**config.mk**
```make
export PLATFORM = sky130hd
export DESIGN_NAME = alu_seq
export DESIGN_NICKNAME = d
export VERILOG_FILES = /design/src/rtl/alu_seq_pkg.sv /design/src/rtl/alu_seq_mul.sv /design/src/rtl/alu_seq.sv
export SDC_FILE = /design/constraint.sdc
export NUM_CORES = 1
export LEC_CHECK = 0
export CAP_MARGIN = 20
export CORE_MARGIN = 2
export CORE_UTILIZATION = 40
export DETAILED_ROUTE_END_ITERATION = 8
export SLEW_MARGIN = 10
export SYNTH_ARGS = -nofsm -noshare
export SYNTH_HDL_FRONTEND = slang
export SYNTH_HIERARCHICAL = 1
export SYNTH_SLANG_ARGS = --single-unit
```
**constraint.sdc**
```tcl
create_clock -name clk -period 4.9 [get_ports clk]
set_input_delay 0.735 -clock clk [delete_from_list [all_inputs] [get_ports clk]]
set_output_delay 0.735 -clock clk [all_outputs]
set_load 0.01 [all_outputs]
```
**src/rtl/alu_seq_pkg.sv**
```systemverilog
// alu_seq shared definitions: opcodes, FSM encoding, flag bundle.
// Imported by the top and the multiplier.
package alu_seq_pkg;

  localparam logic [2:0] OP_AND = 3'b000;
  localparam logic [2:0] OP_OR  = 3'b001;
  localparam logic [2:0] OP_ADD = 3'b010;
  localparam logic [2:0] OP_SUB = 3'b011;
  localparam logic [2:0] OP_XOR = 3'b100;
  localparam logic [2:0] OP_SHL = 3'b101;
  localparam logic [2:0] OP_SHR = 3'b110;
  localparam logic [2:0] OP_MUL = 3'b111;

  typedef enum logic {
    ST_IDLE = 1'b0,
    ST_MUL  = 1'b1
  } state_t;

  typedef struct packed {
    logic z;
    logic c;
    logic v;
    logic n;
  } flags_t;

endpackage

```
**src/rtl/alu_seq_mul.sv**
```systemverilog
// Iterative shift-add unsigned multiplier, one multiplier bit per clock.
// done/product show the final step combinationally so the top can load it.
import alu_seq_pkg::*;

module alu_seq_mul #(
  parameter int WIDTH = 8
) (
  input  logic               clk,
  input  logic               rst_n,
  input  logic               start,
  input  logic [WIDTH-1:0]   a,
  input  logic [WIDTH-1:0]   b,
  output logic               done,
  output logic [2*WIDTH-1:0] product
);

  localparam int CW = $clog2(WIDTH + 1);

  logic [2*WIDTH-1:0] acc;
  logic [2*WIDTH-1:0] mcand;
  logic [2*WIDTH-1:0] acc_nxt;
  logic [WIDTH-1:0]   mplier;
  logic [CW-1:0]      cnt;

  assign acc_nxt = mplier[0] ? acc + mcand : acc;
  assign done    = (cnt == CW'(1));
  assign product = acc_nxt;

  always_ff @(posedge clk or negedge rst_n) begin
    if (!rst_n) begin
      acc    <= '0;
      mcand  <= '0;
      mplier <= '0;
      cnt    <= '0;
    end else if (start) begin
      acc    <= '0;
      mcand  <= {{WIDTH{1'b0}}, a};
      mplier <= b;
      cnt    <= CW'(WIDTH);
    end else if (cnt != '0) begin
      acc    <= acc_nxt;
      mcand  <= mcand << 1;
      mplier <= mplier >> 1;
      cnt    <= cnt - CW'(1);
    end
  end

endmodule

```
**src/rtl/alu_seq.sv**
```systemverilog
// Registered ALU with valid/ready ports and an optional
// iterative multiplier; single-cycle ops sustain 1 op/clk.
import alu_seq_pkg::*;

module alu_seq #(
  parameter int WIDTH  = 8,
  parameter bit MUL_EN = 1'b1
) (
  input  logic             clk,
  input  logic             rst_n,
  input  logic             in_valid,
  output logic             in_ready,
  input  logic [WIDTH-1:0] a,
  input  logic [WIDTH-1:0] b,
  input  logic [2:0]       op,
  output logic             out_valid,
  input  logic             out_ready,
  output logic [WIDTH-1:0] result,
  output logic             flag_z,
  output logic             flag_c,
  output logic             flag_v,
  output logic             flag_n,
  output logic             busy
);

  localparam int W = WIDTH;

  state_t           state;
  state_t           state_nxt;
  logic             accept;
  logic             is_mul;
  logic             mul_start;
  logic             mul_done;
  logic [2*W-1:0]   product;
  logic [W:0]       sum;
  logic [W:0]       diff;
  logic [W-1:0]     alu_res;
  logic             alu_c;
  logic             alu_v;
  flags_t           alu_flg;
  flags_t           mul_flg;
  flags_t           flg;

  assign in_ready  = (state == ST_IDLE) && (!out_valid || out_ready);
  assign accept    = in_valid && in_ready;
  assign is_mul    = (op == OP_MUL) && MUL_EN;
  assign mul_start = accept && is_mul;

  assign sum  = {1'b0, a} + {1'b0, b};
  assign diff = {1'b0, a} - {1'b0, b};

  always_comb begin
    alu_res = '0;
    alu_c   = 1'b0;
    alu_v   = 1'b0;
    unique case (1'b1)
      (op == OP_AND): alu_res = a & b;
      (op == OP_OR):  alu_res = a | b;
      (op == OP_XOR): alu_res = a ^ b;
      (op == OP_ADD): begin
        alu_res = sum[W-1:0];
        alu_c   = sum[W];
        alu_v   = (a[W-1] == b[W-1]) && (sum[W-1] != a[W-1]);
      end
      (op == OP_SUB): begin
        alu_res = diff[W-1:0];
        alu_c   = diff[W];
        alu_v   = (a[W-1] != b[W-1]) && (diff[W-1] != a[W-1]);
      end
      (op == OP_SHL):
        alu_res = (b >= W'(WIDTH)) ? '0 : (a << b);
      (op == OP_SHR):
        alu_res = (b >= W'(WIDTH)) ? '0 : (a >> b);
      // Without a multiplier, MUL collapses to a zero result.
      (op == OP_MUL): alu_res = '0;
      default: alu_res = '0;
    endcase
  end

  always_comb begin
    alu_flg.z = (alu_res == '0);
    alu_flg.c = alu_c;
    alu_flg.v = alu_v;
    alu_flg.n = alu_res[W-1];
  end

  always_comb begin
    mul_flg.z = (product[W-1:0] == '0);
    mul_flg.c = |product[2*W-1:W];
    mul_flg.v = 1'b0;
    mul_flg.n = product[W-1];
  end

  if (MUL_EN) begin : g_mul
    alu_seq_mul #(
      .WIDTH(W)
    ) u_mul (
      .clk     (clk),
      .rst_n   (rst_n),
      .start   (mul_start),
      .a       (a),
      .b       (b),
      .done    (mul_done),
      .product (product)
    );
  end else begin : g_nomul
    assign mul_done = 1'b0;
    assign product  = '0;
  end

  always_ff @(posedge clk or negedge rst_n) begin
    if (!rst_n) state <= ST_IDLE;
    else        state <= state_nxt;
  end

  always_comb begin
    state_nxt = state;
    unique case (state)
      ST_IDLE: if (mul_start) state_nxt = ST_MUL;
      ST_MUL:  if (mul_done)  state_nxt = ST_IDLE;
      default: state_nxt = ST_IDLE;
    endcase
  end

  always_comb begin
    busy = (state == ST_MUL);
  end

  always_ff @(posedge clk or negedge rst_n) begin
    if (!rst_n) begin
      out_valid <= 1'b0;
      result    <= '0;
      flg       <= '0;
    end else if (accept && !is_mul) begin
      out_valid <= 1'b1;
      result    <= alu_res;
      flg       <= alu_flg;
    end else if (mul_start) begin
      out_valid <= 1'b0;
    end else if (busy && mul_done) begin
      out_valid <= 1'b1;
      result    <= product[W-1:0];
      flg       <= mul_flg;
    end else if (out_ready) begin
      out_valid <= 1'b0;
    end
  end

  assign flag_z = flg.z;
  assign flag_c = flg.c;
  assign flag_v = flg.v;
  assign flag_n = flg.n;

endmodule

```
==> results of run 1 <==
[sequential cells by signal (all words and copies together) (netlist names)]
register,count
g_mul.u_mul/mplier,8
flag_z,1
g_mul.u_mul/mcand,16
g_mul.u_mul/cnt,4
result,8
out_valid,1
flag_v,1
busy,1
flag_c,1
g_mul.u_mul/acc,16
[layout make-up]
| type | count | area, um^2 | share of cell area, % |
|---|---|---|---|
| Sequential cell | 57 | 1430 | 23.3 |
| Multi-Input combinational cell | 507 | 3590 | 58.7 |
| Timing Repair Buffer | 47 | 440 | 7.20 |
| Inverter | 31 | 116 | 1.90 |
| Clock inverter | 5 | 77.6 | 1.27 |
| Clock buffer | 11 | 253 | 4.13 |
| Tap cell | 172 | 215 | 3.52 |
[cell families (layout without fill, tap and decap cells)]
family	after synthesis	after routing	share of synthesized area [%]
multiplexers	42	42	10.1
XOR/XNOR	21	21	3.48
buffers and inverters	63	94	5.21
AND/OR/NAND/NOR	211	211	18.8
flip-flops	57	57	27.0
adder cells (fa/ha/maj)	48	48	11.8
AO/OA/AOI/OAI	185	185	23.6
[final timing paths]
| kind | slack, ns | end | depth (start not counted) |
|---|---|---|---|
| min | 0.52 | flag_v | 2 |
| max | 1.35 | flag_c | 12 |
| min in group asynchronous | 0.56 | g_mul.u_mul/acc[15] | 2 |
| min reg2reg | 0.52 | flag_v | 2 |
| max reg2reg | 1.35 | flag_c | 12 |
| max in group asynchronous | 3.82 | g_mul.u_mul/mplier[6] | 2 |
[per-layer routing]
layer	track usage, %	part of all wire [%]	routed length, um	up-vias
met5	0	0	0	-
met4	6.25	1.7	255	0
met1	31.6	48	7190	2318
li1	-	-	-	2325
met2	32.8	44	6580	159
met3	4.84	6.5	974	20
[critical path: cells and delay by family, from the launching register on]
family | cells | cell delay [ns]
AOI/OAI and AO/OA | 7 | 1.33
xor gates and xnor gates | 1 | 0.12
adders and majority gates | 2 | 0.71
DFF | 1 | 0.40
muxes | 1 | 0.27
and+or+nand+nor | 1 | 0.58
[stage by stage]
stage	setup WS [ns]	hold slack [ns]	total power [mW]	instances
after floorplan	1.90	0.439	1.72	627
after global placement	1.17	0.493	2.09	814
after detailed placement	1.08	0.531	2.13	814
after CTS	1.36	0.543	2.84	830
after global routing	1.20	0.569	3.03	830
final	1.35	0.522	2.82	830
[synth_stat cells, drive strengths merged (9+ instances only)]
cell     n
nand2   98
a21oi   62
dfrtp   57
ha      45
o21ai   42
nor2    35
inv     31
nand3   22
mux2    18
mux2i   17
buf     16
clkbuf  16
xnor2   15
and2     9
[where the power goes]
| group | switching (mW) | internal [mW] | leakage, nW |
|---|---|---|---|
| registers | 0.160 | 0.648 | 0.741 |
| clock network | 0.220 | 0.470 | 0.162 |
| logic | 0.730 | 0.594 | 1.79 |
| total | 1.11 | 1.71 | 2.70 |
==> impl_metrics.csv, run 1 <==
group,metric,value,unit
critical_path,critPathMostFrequentCell,"a21oi_1",
final_layout,finish.utilization,47.9,%
final_layout,layout_common_cells,"98 x nand2_1, 59 x a21oi_1, 57 x dfrtp_1",
sta,hold_violations,0,
clock_network,cts_buffers,9,
synthesis,async_reset_ff_share,100,%
final_layout,fill_cells,1281,
route,wire_per_inst,18.1,um
floorplanning,die_area,14100,um^2
power,pwr_density_cell,461,nW/um^2
sta,clock-skew-final,0.00808,ns
sta,min_period,3.55,ns
critical_path,crit_path_top_delay_cell,"nor4_1",
sta,setup_violations,0,
clock_network,cts_setup_buffers,0,
route,vias,4822,
final_layout,syn_to_final_growth,15.8,%
floorplanning,die-width,119,um
global_route,grt_pass1_vias,4778,
placed_design,dp_hpwl,11.0,mm
status,outcome,"complete, no violations",
route,dr.first_iter.drc_count,361,
route,vias_per_cell,5.81,
power,power.leakage,2.70,nW
min_path,hold_path_class,"register to register",
sta,max_slew_margin,40.2,%
synthesis,synth_area_per_cell,8.43,um^2
critical_path,path_max_fanout,3,
placed_design,gp_congestion,0.930,
synthesis,synth_edf_count,0,
global_route,overflow,0,
final_layout,design_area,6120,um^2
sta,fmax,282,MHz
placed_design,numPortBuffers,37,
clock_network,worst_skew_pair.late_latency,0.33,ns
synthesis,ys.flop_type,"dfrtp_1",
placed_design,placed_area,5790,um^2
synthesis,ys_warn_count,6,
critical_path,critPathMaxStageDelay,0.58,ns
job,cap_violations,0,
critical_path,critPathArrivalTime,3.74,ns
clock_network,holdBufCountCts,0,
synthesis,synth_top_area_share,27.0,%
sta,rsz0062_at_grt,"no",
clock_network,cts.clk_slew.worst_paths,0.05,ns
final_layout,drive_gt1_share,11.1,%
critical_path,regToRegStartpoint,"g_mul.u_mul/mcand[0]",
route,drc,0,
global_route,grt_max_degree,58,
synthesis,ys_seq_area_share,27.0,%
sta,drv_slew,0,
final_layout,num-nets-final,724,
floorplanning,fp-row-count,41,
critical_path,critPathRequiredTime,5.10,ns
clock_network,clk_path_buf_depth,2,
synthesis,yosysTopAreaCell,"dfrtp_1",
route,antenna_left,0,
critical_path,path_class,"register to register",
clock_network,cts.repair.resized,0,
critical_path,worstSetupStartpointType,"register",
clock_network,clkSinkCount,57,
synthesis,synth_nets,698,
floorplanning,initial_core_util,41.4,%
clock_network,cts-root-buf,"clkbuf_16",
sta,worstMarginPinSlew,0.897,ns
global_route,antenna_found_initial,0,
floorplanning,num_io_pins,38,
power,ir_worst_vdd,0.000219,V
synthesis,syn_inst,627,
final_layout,final_common_cell,"nand2_1",
min_path,holdCritStartpoint,"flag_v",
critical_path,critPathLaunch,"g_mul.u_mul/mcand[0]",
synthesis,netlist_top_cells_area,"dfrtp_1 27%, ha_1 11%, nand2_1 7.0%",
floorplanning,fp.dieH,119,um
critical_path,end_kind,"register",
final_layout,insertedDiodeCount,0,
route,firstDrtPassIters,4,
synthesis,ys_types,81,
route,wl,15.0,mm
synthesis,syn_area,5280,um^2
global_route,grt_pass1_wl,24.9,mm
clock_network,cts_tree,"yes",
floorplanning,core_area,12800,um^2
global_route,track_usage,21.9,%
clock_network,htree_levels,3,
critical_path,crit_path_cell_trace,"ha_1 -> fa_1 -> a21o_1 -> a31oi_1 -> o21ai_1 -> a221oi_2 -> xnor2_1 -> mux2_2 -> nor4_1 -> a21oi_1 -> a211oi_1 -> a21oi_1",
synthesis,ys_seq_elements,57,
sta,finalSetupTns,0,ns
sta,period_share,72.4,%
Note: power is estimated with default switching activity, not from simulation.
==> run 2, diff against run 1 <==
Clock period 4.9 ns to 3.5 ns, I/O delays scaled along.
==> run 2 against run 1 <==
Against the previous run: sequential share of layout area fell by 0.47 points; non-clock buffer count rose by 15; via count rose by 0.33%; clock power rose by 40%; cell area rose by 2.0%; worst setup slack got worse by 1.1 ns; combinational power rose by 41%; critical path depth rose by 1; utilization rose by 0.98 points; sequential power rose by 41%; fmax rose by 7.7%; clock-buffer cell count did not move.
==> impl_metrics.csv, run 2 (same netlist as run 1, synthesis figures left out) <==
group,metric,value,unit
global_route,antenna_found_initial,0,
final_layout,num-nets-final,739,
critical_path,crit_cells,13,
sta,hold_slack,0.299,ns
power,ir_worst_vdd,0.000323,V
sta,clock-skew-final,0.00218,ns
floorplanning,fp-row-count,41,
power,pwr_density_cell,635,nW/um^2
critical_path,critPathRequiredTime,3.69,ns
power,power_frac_seq,28.7,%
sta,period_share,94.1,%
critical_path,critPathLaunch,"g_mul.u_mul/acc[0]",
min_path,hold_path_class,"input port to asynchronous set/reset pin",
placed_design,dp_hpwl,11.3,mm
route,firstDrtPassIters,5,
power,p_comb_share,46.8,%
critical_path,path_buf_inv,0,
clock_network,cts_setup_buffers,0,
clock_network,cts.clk_slew.worst_paths,0.05,ns
final_layout,seq_area,1430,um^2
power,power.leakage,2.77,nW
final_layout,insertedDiodeCount,0,
floorplanning,initial_core_util,41.4,%
global_route,grt_pass1_wl,24.3,mm
route,wl,15.0,mm
clock_network,cts.repair.resized,0,
global_route,track_usage,21.6,%
clock_network,clkSinkCount,57,
power,power.switching,1.56,mW
sta,max_slew_margin,32.3,%
global_route,grt_pass1_vias,4598,
sta,min_period,3.30,ns
global_route,overflow,0,
clock_network,holdBufCountCts,0,
final_layout,reg_top3,"g_mul.u_mul/acc: 16 flops, g_mul.u_mul/mcand: 16 flops",
clock_network,cts_tree,"yes",
clock_network,clk_path_buf_depth,2,
job,cap_violations,0,
critical_path,regToRegStartpoint,"g_mul.u_mul/acc[0]",
route,vias_per_cell,5.73,
clock_network,htree_levels,3,
status,outcome,"complete, no violations",
critical_path,path_max_fanout,3,
global_route,grt_max_degree,50,
floorplanning,die_area,14100,um^2
critical_path,crit_path_top_delay_cell,"fa_1",
sta,hold_violations,0,
final_layout,finalNonFillerCells,845,
final_layout,drive_gt1_share,13.1,%
sta,fin_ws,0.205,ns
power,swShare,39.2,%
sta,worstMarginPinSlew,1.02,ns
final_layout,multiInputGateArea,3590,um^2
placed_design,dpl.cell_count,829,
sta,finalSetupTns,0,ns
clock_network,cts-root-buf,"clkbuf_16",
route,antenna_left,0,
sta,fmax,303,MHz
clock_network,cts_buffers,9,
final_layout,fill_cells,1234,
floorplanning,core_area,12800,um^2
floorplanning,num_io_pins,38,
final_layout,final_common_cell,"nand2_1",
sta,rsz0062_at_grt,"no",
critical_path,crit_family,"compound AO/OA/AOI/OAI gates",
route,vias,4838,
critical_path,end_kind,"register",
critical_path,worstRegToRegCells,13,
final_layout,layout_common_cells,"98 x nand2_1, 59 x a21oi_1, 57 x dfrtp_1",
critical_path,critPathMaxStageDelay,0.47,ns
sta,drv_slew,0,
placed_design,gp_congestion,0.943,
sta,setup_violations,0,
route,wire_per_inst,17.8,um
clock_network,worst_skew_pair.late_latency,0.33,ns
floorplanning,fp.dieH,119,um
placed_design,numPortBuffers,37,
route,dr.first_iter.drc_count,377,
critical_path,crit_path_cell_trace,"ha_1 -> fa_1 -> a21o_1 -> a31oi_1 -> o21ai_1 -> a31oi_1 -> o21ai_1 -> xor2_1 -> mux2_2 -> nor4_1 -> a21oi_1 -> a211oi_1 -> a21oi_1",
critical_path,path_class,"register to register",
critical_path,worstSetupStartpointType,"register",
route,drc,0,
critical_path,critPathArrivalTime,3.48,ns
placed_design,place_ws,0.197,ns
floorplanning,die-width,119,um
power,p_clk_share,24.4,%
final_layout,syn_to_final_growth,18.2,%
power,intPower,2.41,mW
==> run 2: cell count changes in the layout (fill, tap and decap cells not counted), sizes merged <==
cell / change
buf: +15
==> run 2: layout make-up <==
cell class	count	area share, %
multi-input cells	507	57.5
repair buffers	62	9.06
clock buffers	11	4.05
well taps	172	3.45
flip-flops and latches	57	22.9
inverters	31	1.86
clock inverters	5	1.24
==> run 2: final timing paths <==
check,endpoint,slack (ns)
worst max-delay path,flag_c,0.20
worst min-delay path,g_mul.u_mul/acc[15],0.30
max in group asynchronous,g_mul.u_mul/mcand[7],2.40
min in group clk,flag_v,0.51
worst min register to register,flag_v,0.51
worst max register to register,flag_c,0.20
==> run 2: worst reg2reg max path: cells and delay by family, from the launching register on <==
kind | cells | cell delay [ns]
AOI/OAI and AO/OA | 8 | 1.34
xor gates and xnor gates | 1 | 0.16
adders and majority gates | 2 | 0.72
DFF | 1 | 0.39
muxes | 1 | 0.27
and+or+nand+nor | 1 | 0.27
==> run 2: metrics by stage <==
step	util [%]	total power [mW]	area [um^2]
2_1_floorplan	-	2.41	5280
3_3_place_gp	46.3	2.94	5910
3_5_place_dp	46.3	2.99	5910
4_1_cts	48.9	3.99	6240
5_1_grt	48.9	4.26	6240
6_report	48.9	3.96	6240
==> run 2: power groups by stage <==
stage          combinational [mW]  clock (mW)  sequential, mW
2_1_floorplan                1.32           0            1.09
3_3_place_gp                 1.80           0            1.14
3_5_place_dp                 1.84           0            1.15
4_1_cts                      1.86       0.987            1.14
5_1_grt                      2.06        1.02            1.17
6_report                     1.86       0.969            1.14
==> run 2: per-layer routing <==
metal | vias to the layer above | track usage [%] | share of wire, %
met3 | 12 | 3.59 | 4.9
met1 | 2330 | 30.8 | 49
met4 | 0 | 5.28 | 0.89
li1 | 2346 | - | -
met5 | - | 0 | 0
met2 | 150 | 34.1 | 45
==> run 3, diff against run 2 <==
Settings changed: ABC_AREA set to 1, CTS_BUF_LIST set to sky130_fd_sc_hd__clkbuf_2, PLACE_DENSITY_LB_ADDON set to 0.3.
==> run 3 against run 2 <==
Against the previous run: synthesized area is 1.5% higher; utilization is 3.4 points lower; clock power is 60% lower; largest power group unchanged; via count is 13% higher; sequential share of layout area is 0.94 points higher; combinational power is 23% higher; hold slack worse by 0.12 ns; register-to-register slack better by 0.44 ns; sequential power hardly changed; critical endpoint unchanged.
==> impl_metrics.csv, run 3 <==
group,metric,value,unit
status,outcome,"complete, no violations",
sta,rsz0062_at_grt,"no",
route,wl,15.3,mm
min_path,hold_path_class,"input port to asynchronous set/reset pin",
synthesis,yosysMostFrequentCell,"nand2_1",
power,ir_worst_vdd,0.000285,V
synthesis,synth_common_cells,"264 x nand2_1, 109 x inv_1, 91 x nand3_1",
synthesis,ys.flop_type,"dfrtp_1",
final_layout,reg_top3,"g_mul.u_mul/acc: 16 flops, g_mul.u_mul/mcand: 16 flops",
placed_design,gp_congestion,0.995,
sta,drv_slew,0,
synthesis,synth_edf_count,0,
final_layout,drive_gt1_share,6.39,%
floorplanning,die_area,14400,um^2
synthesis,synth_top_area_share,26.6,%
synthesis,yosysTopAreaCell,"dfrtp_1",
floorplanning,initial_core_util,40.7,%
sta,worstMarginPinSlew,0.930,ns
sta,max_slew_margin,38.0,%
critical_path,worstSetupStartpointType,"register",
global_route,overflow,0,
critical_path,critPathRequiredTime,3.86,ns
floorplanning,num_io_pins,38,
sta,setup_violations,0,
placed_design,dp_hpwl,11.9,mm
synthesis,ys_warn_count,6,
route,vias_per_cell,5.18,
global_route,gr-usage-met1,29.7,%
final_layout,final_common_cell,"nand2_1",
job,cap_violations,0,
clock_network,cts.clk_slew.worst_paths,0.15,ns
critical_path,regToRegStartpoint,"g_mul.u_mul/acc[0]",
power,p_total,3.83,mW
route,firstDrtPassIters,6,
critical_path,critPathMaxStageDelay,0.47,ns
final_layout,design_area,5990,um^2
floorplanning,die-width,120,um
clock_network,worst_skew_pair.late_latency,0.47,ns
critical_path,crit_path_cell_trace,"ha_1 -> fa_1 -> nand2_1 -> nand2_1 -> nand3b_1 -> nand2_2 -> nand2_1 -> nand2_1 -> nand2_1 -> nand3_1 -> and2_1 -> nor4_1 -> nand3_1 -> nand3_1 -> nand2_1",
critical_path,path_class,"register to register",
global_route,grt_pass1_wl,25.7,mm
sta,period_share,81.5,%
global_route,grt_max_degree,58,
synthesis,ys_types,40,
clock_network,cts.repair.resized,0,
route,drc,0,
sta,hold_violations,0,
critical_path,crit_path_top_delay_cell,"fa_1",
critical_path,critPathLaunch,"g_mul.u_mul/acc[0]",
clock_network,cts_buffers,9,
route,wire_per_inst,14.5,um
clock_network,clkSinkCount,57,
floorplanning,fp.dieH,120,um
sta,min_period,2.85,ns
clock_network,holdBufCountCts,0,
synthesis,synth_area_per_cell,6.41,um^2
clock_network,cts_tree,"yes",
synthesis,ys_seq_elements,57,
critical_path,critPathMostFrequentCell,"nand2_1",
final_layout,syn_to_final_growth,11.8,%
synthesis,syn_inst,837,
sta,finalSetupTns,0,ns
global_route,grt_busiest_layer,"met2",
clock_network,cts-root-buf,"clkbuf_2",
synthesis,syn_area,5360,um^2
critical_path,path_max_fanout,3,
sta,clock-skew-final,0.0382,ns
floorplanning,fp-row-count,42,
final_layout,finish.utilization,45.4,%
critical_path,end_kind,"register",
synthesis,ys_seq_area_share,26.6,%
sta,fmax,350,MHz
placed_design,placed_area,5900,um^2
route,vias,5446,
critical_path,critPathArrivalTime,3.21,ns
global_route,use_met2,37.2,%
critical_path,path_buf_inv,0,
final_layout,num-nets-final,943,
synthesis,async_reset_ff_share,100,%
global_route,grt_pass1_vias,5246,
critical_path,crit_family,"simple AND/OR/NAND/NOR gates",
clock_network,htree_levels,3,
clock_network,cts_setup_buffers,0,
power,power.leakage,3.12,nW
final_layout,insertedDiodeCount,0,
synthesis,netlist_top_cells_area,"dfrtp_1 27%, nand2_1 18%, ha_1 10%",
placed_design,numPortBuffers,37,
route,dr.first_iter.drc_count,423,
final_layout,layout_common_cells,"264 x nand2_1, 109 x inv_1, 91 x nand3_1",
clock_network,clk_path_buf_depth,2,
power,pwr_density_cell,640,nW/um^2
global_route,antenna_found_initial,0,
global_route,grt_util_met3,3.23,%
floorplanning,core_area,13200,um^2
synthesis,synth_nets,908,
route,antenna_left,0,
global_route,track_usage,22.5,%
-- run 3: changes by cell type in the layout (fill, tap and decap cells not counted), sizes merged, moves of 12 or more --
cell,change
nor2,+44
mux2,-18
nand3,+72
buf,-12
inv,+85
mux2i,-17
nand2,+168
a21oi,-34
-- run 3: where the power goes --
| group | total (mW) | internal [mW] | switching, mW | leakage (nW) |
|---|---|---|---|---|
| combinational | 2.29 | 0.912 | 1.38 | 2.32 |
| clock | 0.391 | 0.158 | 0.233 | 0.0666 |
| sequential | 1.15 | 0.925 | 0.229 | 0.727 |
-- run 3: worst register-to-register path: cells and delay by family (launching register included) --
kind	cells	cell delay, ns
AND/OR/NAND/NOR	13	1.63
adder cells (fa/ha/maj)	2	0.72
flip-flops	1	0.41
-- run 3: routing by layer --
metal	vias to the layer above	share of wire [%]
met2	184	46
met3	33	4.6
met4	0	3.6
li1	2764	-
met1	2465	46
met5	-	0
-- run 3: layout make-up --
| type | instances | area [um^2] |
|---|---|---|
| fillers | 1437 | 7200 |
| multi-input cells | 637 | 3350 |
| flip-flops and latches | 57 | 1430 |
| repair buffers | 50 | 463 |
| inverters | 117 | 440 |
| well taps | 176 | 220 |
| clock buffers | 10 | 50.0 |
| clock inverters | 5 | 47.5 |
-- run 3: cells by family after synthesis --
logic type | Yosys count | share of synthesized area (%)
buf+inv | 143 | 11.0
simple gates | 478 | 38.0
fa+ha+maj | 48 | 11.6
xor+xnor | 11 | 1.80
compound gates | 100 | 11.0
flops | 57 | 26.6
-- run 3: metrics by stage --
step | instances | setup WS, ns | hold slack (ns)
finish | 1052 | 0.647 | 0.174
global route | 1052 | 0.461 | 0.194
CTS | 1052 | 0.679 | 0.160
detailed placement | 1037 | 0.389 | 0.487
global placement | 1037 | 0.449 | 0.483
floorplan | 837 | 1.24 | 0.229
-- run 3: path summary, 6_finish.rpt --
| check | cells after the start | slack (ns) | end |
|---|---|---|---|
| max in group asynchronous | 2 | 2.82 | g_mul.u_mul/mcand[2] |
| min reg2reg | 2 | 0.51 | g_mul.u_mul/mplier[2] |
| min | 2 | 0.17 | g_mul.u_mul/acc[14] |
| min in group clk | 2 | 0.51 | g_mul.u_mul/mplier[2] |
| max | 15 | 0.65 | flag_c |
| max reg2reg | 15 | 0.65 | flag_c |
